File: src/rtl/ns_sweep_ctrl.sv
// Period sweep controller for the programmable clock generator: steps ns from a
// start value to an end value, dwelling a programmed number of overflow ticks per step.
module ns_sweep_ctrl #(
   parameter int RESOLUTION  = 32,
   parameter int COUNT_WIDTH = 16
) (
   input  logic                   clk,
   input  logic                   reset,
   input  logic                   start,
   input  logic                   abort,
   input  logic [RESOLUTION-1:0]  ns_start,
   input  logic [RESOLUTION-1:0]  ns_step,
   input  logic [RESOLUTION-1:0]  ns_end,
   input  logic [COUNT_WIDTH-1:0] dwell,
   input  logic                   overflow,
   output logic [RESOLUTION-1:0]  ns,
   output logic                   enable,
   output logic                   step_strobe,
   output logic [RESOLUTION-1:0]  step_index,
   output logic                   busy,
   output logic                   done
);

   typedef enum logic [2:0] {
      S_IDLE,
      S_SETTLE,
      S_DWELL,
      S_ADVANCE,
      S_DONE
   } state_t;

   state_t                 state;
   logic [RESOLUTION-1:0]  step_reg;
   logic [RESOLUTION-1:0]  end_reg;
   logic [COUNT_WIDTH-1:0] dwell_last;
   logic [COUNT_WIDTH-1:0] count;

   logic [RESOLUTION:0]    next_ns;
   logic                   last_step;

   // The extra bit catches wrap-around so a sweep near the top of the range
   // terminates instead of restarting at a small period.
   assign next_ns   = {1'b0, ns} + {1'b0, step_reg};
   assign last_step = next_ns[RESOLUTION] || (next_ns[RESOLUTION-1:0] > end_reg) || (step_reg == '0);

   always_ff @(posedge clk) begin
      if (reset) begin
         state       <= S_IDLE;
         ns          <= '0;
         enable      <= 1'b0;
         step_strobe <= 1'b0;
         step_index  <= '0;
         busy        <= 1'b0;
         done        <= 1'b0;
         count       <= '0;
         step_reg    <= '0;
         end_reg     <= '0;
         dwell_last  <= '0;
      end else begin
         step_strobe <= 1'b0;
         done        <= 1'b0;
         case (state)
            S_IDLE: begin
               enable <= 1'b0;
               busy   <= 1'b0;
               if (start && !abort) begin
                  ns         <= ns_start;
                  step_index <= '0;
                  count      <= '0;
                  step_reg   <= ns_step;
                  end_reg    <= ns_end;
                  // A programmed dwell of zero behaves like one tick.
                  dwell_last <= (dwell == '0) ? '0 : dwell - COUNT_WIDTH'(1);
                  busy       <= 1'b1;
                  state      <= S_SETTLE;
               end
            end
            S_SETTLE: begin
               if (abort) begin
                  state  <= S_IDLE;
                  enable <= 1'b0;
                  busy   <= 1'b0;
                  count  <= '0;
               end else begin
                  enable <= 1'b1;
                  state  <= S_DWELL;
               end
            end
            S_DWELL: begin
               if (abort) begin
                  state  <= S_IDLE;
                  enable <= 1'b0;
                  busy   <= 1'b0;
                  count  <= '0;
               end else if (overflow) begin
                  if (count == dwell_last) begin
                     enable      <= 1'b0;
                     step_strobe <= 1'b1;
                     count       <= '0;
                     state       <= S_ADVANCE;
                  end else begin
                     count <= count + COUNT_WIDTH'(1);
                  end
               end
            end
            S_ADVANCE: begin
               count <= '0;
               if (abort) begin
                  state  <= S_IDLE;
                  enable <= 1'b0;
                  busy   <= 1'b0;
               end else if (last_step) begin
                  done  <= 1'b1;
                  state <= S_DONE;
               end else begin
                  ns         <= next_ns[RESOLUTION-1:0];
                  step_index <= step_index + RESOLUTION'(1);
                  state      <= S_SETTLE;
               end
            end
            S_DONE: begin
               enable <= 1'b0;
               busy   <= 1'b0;
               state  <= S_IDLE;
            end
            default: begin
               enable <= 1'b0;
               busy   <= 1'b0;
               state  <= S_IDLE;
            end
         endcase
      end
   end

endmodule

File: config.mk
export PLATFORM = sky130hd
export DESIGN_NAME = ns_sweep_ctrl
export DESIGN_NICKNAME = d
export VERILOG_FILES = /design/src/rtl/ns_sweep_ctrl.sv
export SDC_FILE = /design/constraint.sdc
export NUM_CORES = 1
export LEC_CHECK = 0
export CAP_MARGIN = 20
export CORE_ASPECT_RATIO = 1.2
export CORE_MARGIN = 10
export CORE_UTILIZATION = 53
export CTS_CLUSTER_DIAMETER = 120
export DETAILED_ROUTE_END_ITERATION = 6
export PLACE_DENSITY = 0.81
export SKIP_LAST_GASP = 1
export SLEW_MARGIN = 40
export SYNTH_ARGS = -nofsm -noshare
export SYNTH_HDL_FRONTEND = slang
export SYNTH_SLANG_ARGS = --single-unit
export TNS_END_PERCENT = 5
File: constraint.sdc
create_clock -name clk -period 6.3 [get_ports clk]
set_clock_uncertainty 0.2 [all_clocks]
set_input_delay 0.63 -clock clk [delete_from_list [all_inputs] [get_ports clk]]
set_output_delay 0.63 -clock clk [all_outputs]
set_load 0.01 [all_outputs]
Yosys cells after proc, flatten, opt, wreduce, memory -nomap -nowiden. Cells that the tools add are included.

Logic and storage cells: 81. Bits of input ports: 117. Register bits after elaboration: 167. Output and inout bits: 68.

Add/subtract/negate cells: 4. Equality and inequality tests: 12. Multiplexer cells: 33. $lt $le $gt $ge: 1. Reductions and logical operators: 17. Bitwise operators: 3.

Operators with widths (number): $mux W32 (6); $pmux W32 S2 (2); $mux W16 (6); $pmux W16 S4 (1); $add A32 B32 Y33 (1); $add A32 B1 Y32 const B (1); $gt A32 B32 Y1 (1); $logic_not A32 Y1 (1); $mux W3 (6); $add A16 B1 Y16 const B (1); $eq A16 B16 Y1 (1); $logic_not A16 Y1 (1); $sub A16 B1 Y16 const B (1); $pmux W3 S4 (1); $ne A2 B2 Y1 const B (5); $mux W1 (8); $reduce_and A4 Y1 (2); $eq A3 B2 Y1 const B (2); $ne A3 B3 Y1 const B (2); $reduce_and A3 Y1 (2); $reduce_or A3 Y1 (2); $reduce_bool A4 Y1 (1); $reduce_or A4 Y1 (1); $eq A3 B1 Y1 const B (1); other kinds (11) (14).

Longest topological paths before layout.
Depth after elaboration: 7. Gate-level depth with buffers: 22. Depth with buffers taken out: 20.

Worst setup path before layout. No wires, ideal clock.

Path type: register -> register. Start: register ns[0]. End: register ns[13]. Arrival: 4644 ps. Slack: 1323 ps. Stages on the path, launching flop included: 21. Setup time: 133 ps. Buffers on the path: 2. Period minus slack after synthesis: 4977 ps. Required time: 5967 ps. Cells stage by stage: dfxtp_1 > ha_1 > inv_1 > fa_1 > nand2b_1 > a21oi_2 > o311a_4 > a311oi_4 > nor4_1 > or4_1 > and2_1 > ha_1 > nand4_1 > nor4_1 > and2_1 > o211ai_1 > or3_1 > o21ai_1 > buf_2 > buf_2 > a311oi_1.

Cells in the longest elaborated chain, start to end: 6. Elaborated cells between the ends (all ways): 9. Those cells by class: 1 x add/sub; 1 x order compare; 1 x eq/ne; 3 x mux; 3 x reduce/logical.

Ends and longest elaborated chain: start, declared (line 16) `output logic [RESOLUTION-1:0] ns,`; start signal, assigned (line 67) `ns <= ns_start;`; start signal, assigned (line 116) `ns <= next_ns[RESOLUTION-1:0];`; $add A32 B32 Y33 (*) (line 43) `assign next_ns = {1'b0, ns} + {1'b0, step_reg};`; $gt A32 B32 Y1 (line 44) `assign last_step = next_ns[RESOLUTION] || (next_ns[RESOLUTION-1:0] > end_reg) || (step_reg == '0);`; $logic_or A1 B1 Y1 (2 in series) (line 44); $ne A2 B2 Y1 (no line); $reduce_and A4 Y1 (no line).

Every way passes the cells marked *; elsewhere a longest branch is shown, timed or not. The select of a mux whose other input is x is not followed. A chain may end at the register's enable or synchronous reset.

Final worst setup path.
Start: register ns[0]. End: register ns[25].

The elaborated chain is that of the path after synthesis.

==> flow_summary.ini <==
[cts]
clock-sinks = 167
root_buffer = clkbuf_16
cts_buffer_depth = 2
postCtsHoldBufs = 0
clk_pin_slew_ns = 0.07
cts.repair.resized = 0
cts_max_level = 4
post-cts-setup-buffers = 0
insertion_delay_ns = 0.44
cts_tree = built
cts_buffers = 17

[logic_synthesis]
netlist_area_um2 = 9910
dominantRegCellSynth = dfxtp_1
synth_edf_count = 0
async_flop_share_pct = 0
ys_seq_elements = 167
yosysSeqAreaShare_pct = 33.7
ys_types = 61
syn_nets = 1489
ys_warn_count = 0
syn_area_per_cell_um2 = 7.60
synthCells = 1304

[timing]
worstMarginPinSlew_ns = 0.786
hold_viol = 0
finalCritPeriodShare_pct = 91.4
rsz0062_at_grt = no
setup_slack_ns = 0.542
fin_crit_ns = 5.76
maxSlewViolCount = 0
slew_headroom_pct = 47.5
setup_tns_ns = 0
fmax_mhz = 174
finalSetupViolCount = 0

[global_routing]
grt_usage_pct = 23.8
first_global_vias = 9644
antenna_found_initial = 0
grt.overflow.total = 0
grt_start_max_net_pins = 68
grt_first_pass_wirelength_um = 47700

[floorplan]
core_area_um2 = 18300
die_w_um = 145
dieArea_um2 = 24600
start_util_pct = 54.1
die_h_um = 170
rows = 54
ios = 185

[job]
maxCapViolations = 0

[layout]
num-nets-final = 1629
layout_common_cells = nand2_1, clkdlybuf4s50_1, dfxtp_1
final_common_cell = nand2_1
num-fill-cells = 1545
drive_gt1_share_pct = 4.26
area_delta_synth_final_pct = 25.5
fin_cells = 1708
antennaDiodeCount = 0

[place]
gp_congestion = 0.951
place_ws_ns = 0.609
placed_cells = 1677
dp_hpwl_um = 22600
port_buffers = 184

[hold_path]
min_to = end_reg[19]
hp-class = flip-flop to flip-flop
min_from = end_reg[19]
hold_path_depth = 2

[routing]
via_per_inst = 5.77
drtIter0Drc = 706
wl_per_cell_um = 17.6
ant_nets = 0
drtPass1Iterations = 5
vias = 9859
drc = 0
wl_um = 30000

[power]
vdd_drop_max_mv = 0.202
p_per_area_nw_per_um2 = 219
p_leak_nw = 4.76
p_total_w = 0.00272

[worst_setup_path]
reg2reg_to = ns[25]
critPathMaxFanout = 23
endpoint_kind = flip-flop
reg2reg_slack_ns = 0.54
worstPathRequired_ns = 6.44
arrival_ns = 5.89
r2r_start = ns[0]
path_class = flip-flop to flip-flop
rr_worst_depth = 21
start_kind = flip-flop

[outcome]
outcome = completed
Yosys cell counts (17+ instances only):
master | number | share of area (%)
inv_1 | 57 | 2.2
and3_1 | 18 | 1.1
dfxtp_1 | 167 | 34
clkbuf_1 | 59 | 2.2
nor3_1 | 20 | 1.0
nor4_1 | 17 | 1.1
nand2_1 | 269 | 10
o21ai_0 | 61 | 3.1
xor2_1 | 26 | 2.3
xnor2_1 | 44 | 3.9
ha_1 | 67 | 8.5
nand3_1 | 24 | 1.2
nor2_1 | 84 | 3.2
mux2i_1 | 20 | 2.0
a21oi_1 | 133 | 6.7
nand4_1 | 41 | 2.6
or3_1 | 22 | 1.4
a31oi_1 | 19 | 1.2
critical path, cell delays in order, from the launching register on:
cell	delay, ns
dfxtp_1	0.33
ha_1	0.24
inv_1	0.08
fa_1	0.21
nand2b_1	0.15
a21oi_2	0.08
o311a_4	0.42
a311oi_4	0.47
o221ai_1	0.23
and2_1	0.23
a31oi_1	0.20
xnor2_1	0.09
ha_1	0.31
nand4_1	0.14
nor4_1	0.38
and2_1	0.20
o211ai_1	0.15
or3_1	0.42
o21ai_4	0.46
buf_4	0.35
nor2_1	0.06
a311oi_1	0.25
power by group:
| part | total [W] | switching (W) | internal [W] | leakage (nW) |
|---|---|---|---|---|
| clock | 0.00100 | 0.000447 | 0.000553 | 0.270 |
| sequential | 0.00114 | 0.0000406 | 0.00110 | 1.36 |
| combinational | 0.000582 | 0.000327 | 0.000255 | 3.13 |
worst max-delay path by stage:
stage | endpoint | slack [ns] | start
2_1_floorplan | ns[13] | 1.32 | ns[0]
3_3_place_gp | ns[25] | 0.75 | ns[0]
3_5_place_dp | ns[25] | 0.61 | ns[0]
4_1_cts | ns[25] | 0.58 | ns[0]
5_1_grt | ns[25] | 0.18 | ns[0]
6_report | ns[25] | 0.54 | ns[0]
logic make-up (layout without fill, tap and decap cells):
family / Yosys count / after routing / share of synthesized area (%)
mux: 20 / 20 / 2.02
simple gates: 543 / 543 / 25.2
fa+ha+maj: 68 / 68 / 8.66
xor+xnor: 70 / 70 / 6.18
flops: 167 / 167 / 33.7
compound gates: 307 / 307 / 19.1
buf+inv: 129 / 281 / 5.10
routing by layer:
metal,share of wire [%],vias to the layer above,wire length [µm],global-route usage (%)
met5,0,-,0,0
met4,2.1,0,625,7.13
met3,8.2,47,2460,6.38
met2,49,333,14500,40.6
met1,41,4615,12400,28.4
li1,-,4864,-,-
final cells by class:
class / count / area, µm² / area share [%]
Multi-Input combinational cell: 1008 / 6100 / 49.1
Sequential cell: 167 / 3340 / 26.9
Timing Repair Buffer: 193 / 1920 / 15.4
Clock buffer: 20 / 447 / 3.59
Tap cell: 252 / 315 / 2.53
Inverter: 57 / 214 / 1.72
Clock inverter: 11 / 101 / 0.815
metrics by stage:
step / hold slack (ns) / instance area, µm² / utilization, %
3_3_place_gp: 0.243 / 11900 / 64.9
4_1_cts: 0.256 / 12400 / 67.9
5_1_grt: 0.280 / 12400 / 67.9
6_report: 0.255 / 12400 / 67.9
3_5_place_dp: 0.247 / 11900 / 64.9
2_1_floorplan: 0.236 / 9910 / -
(Power assumes the default switching activity.)
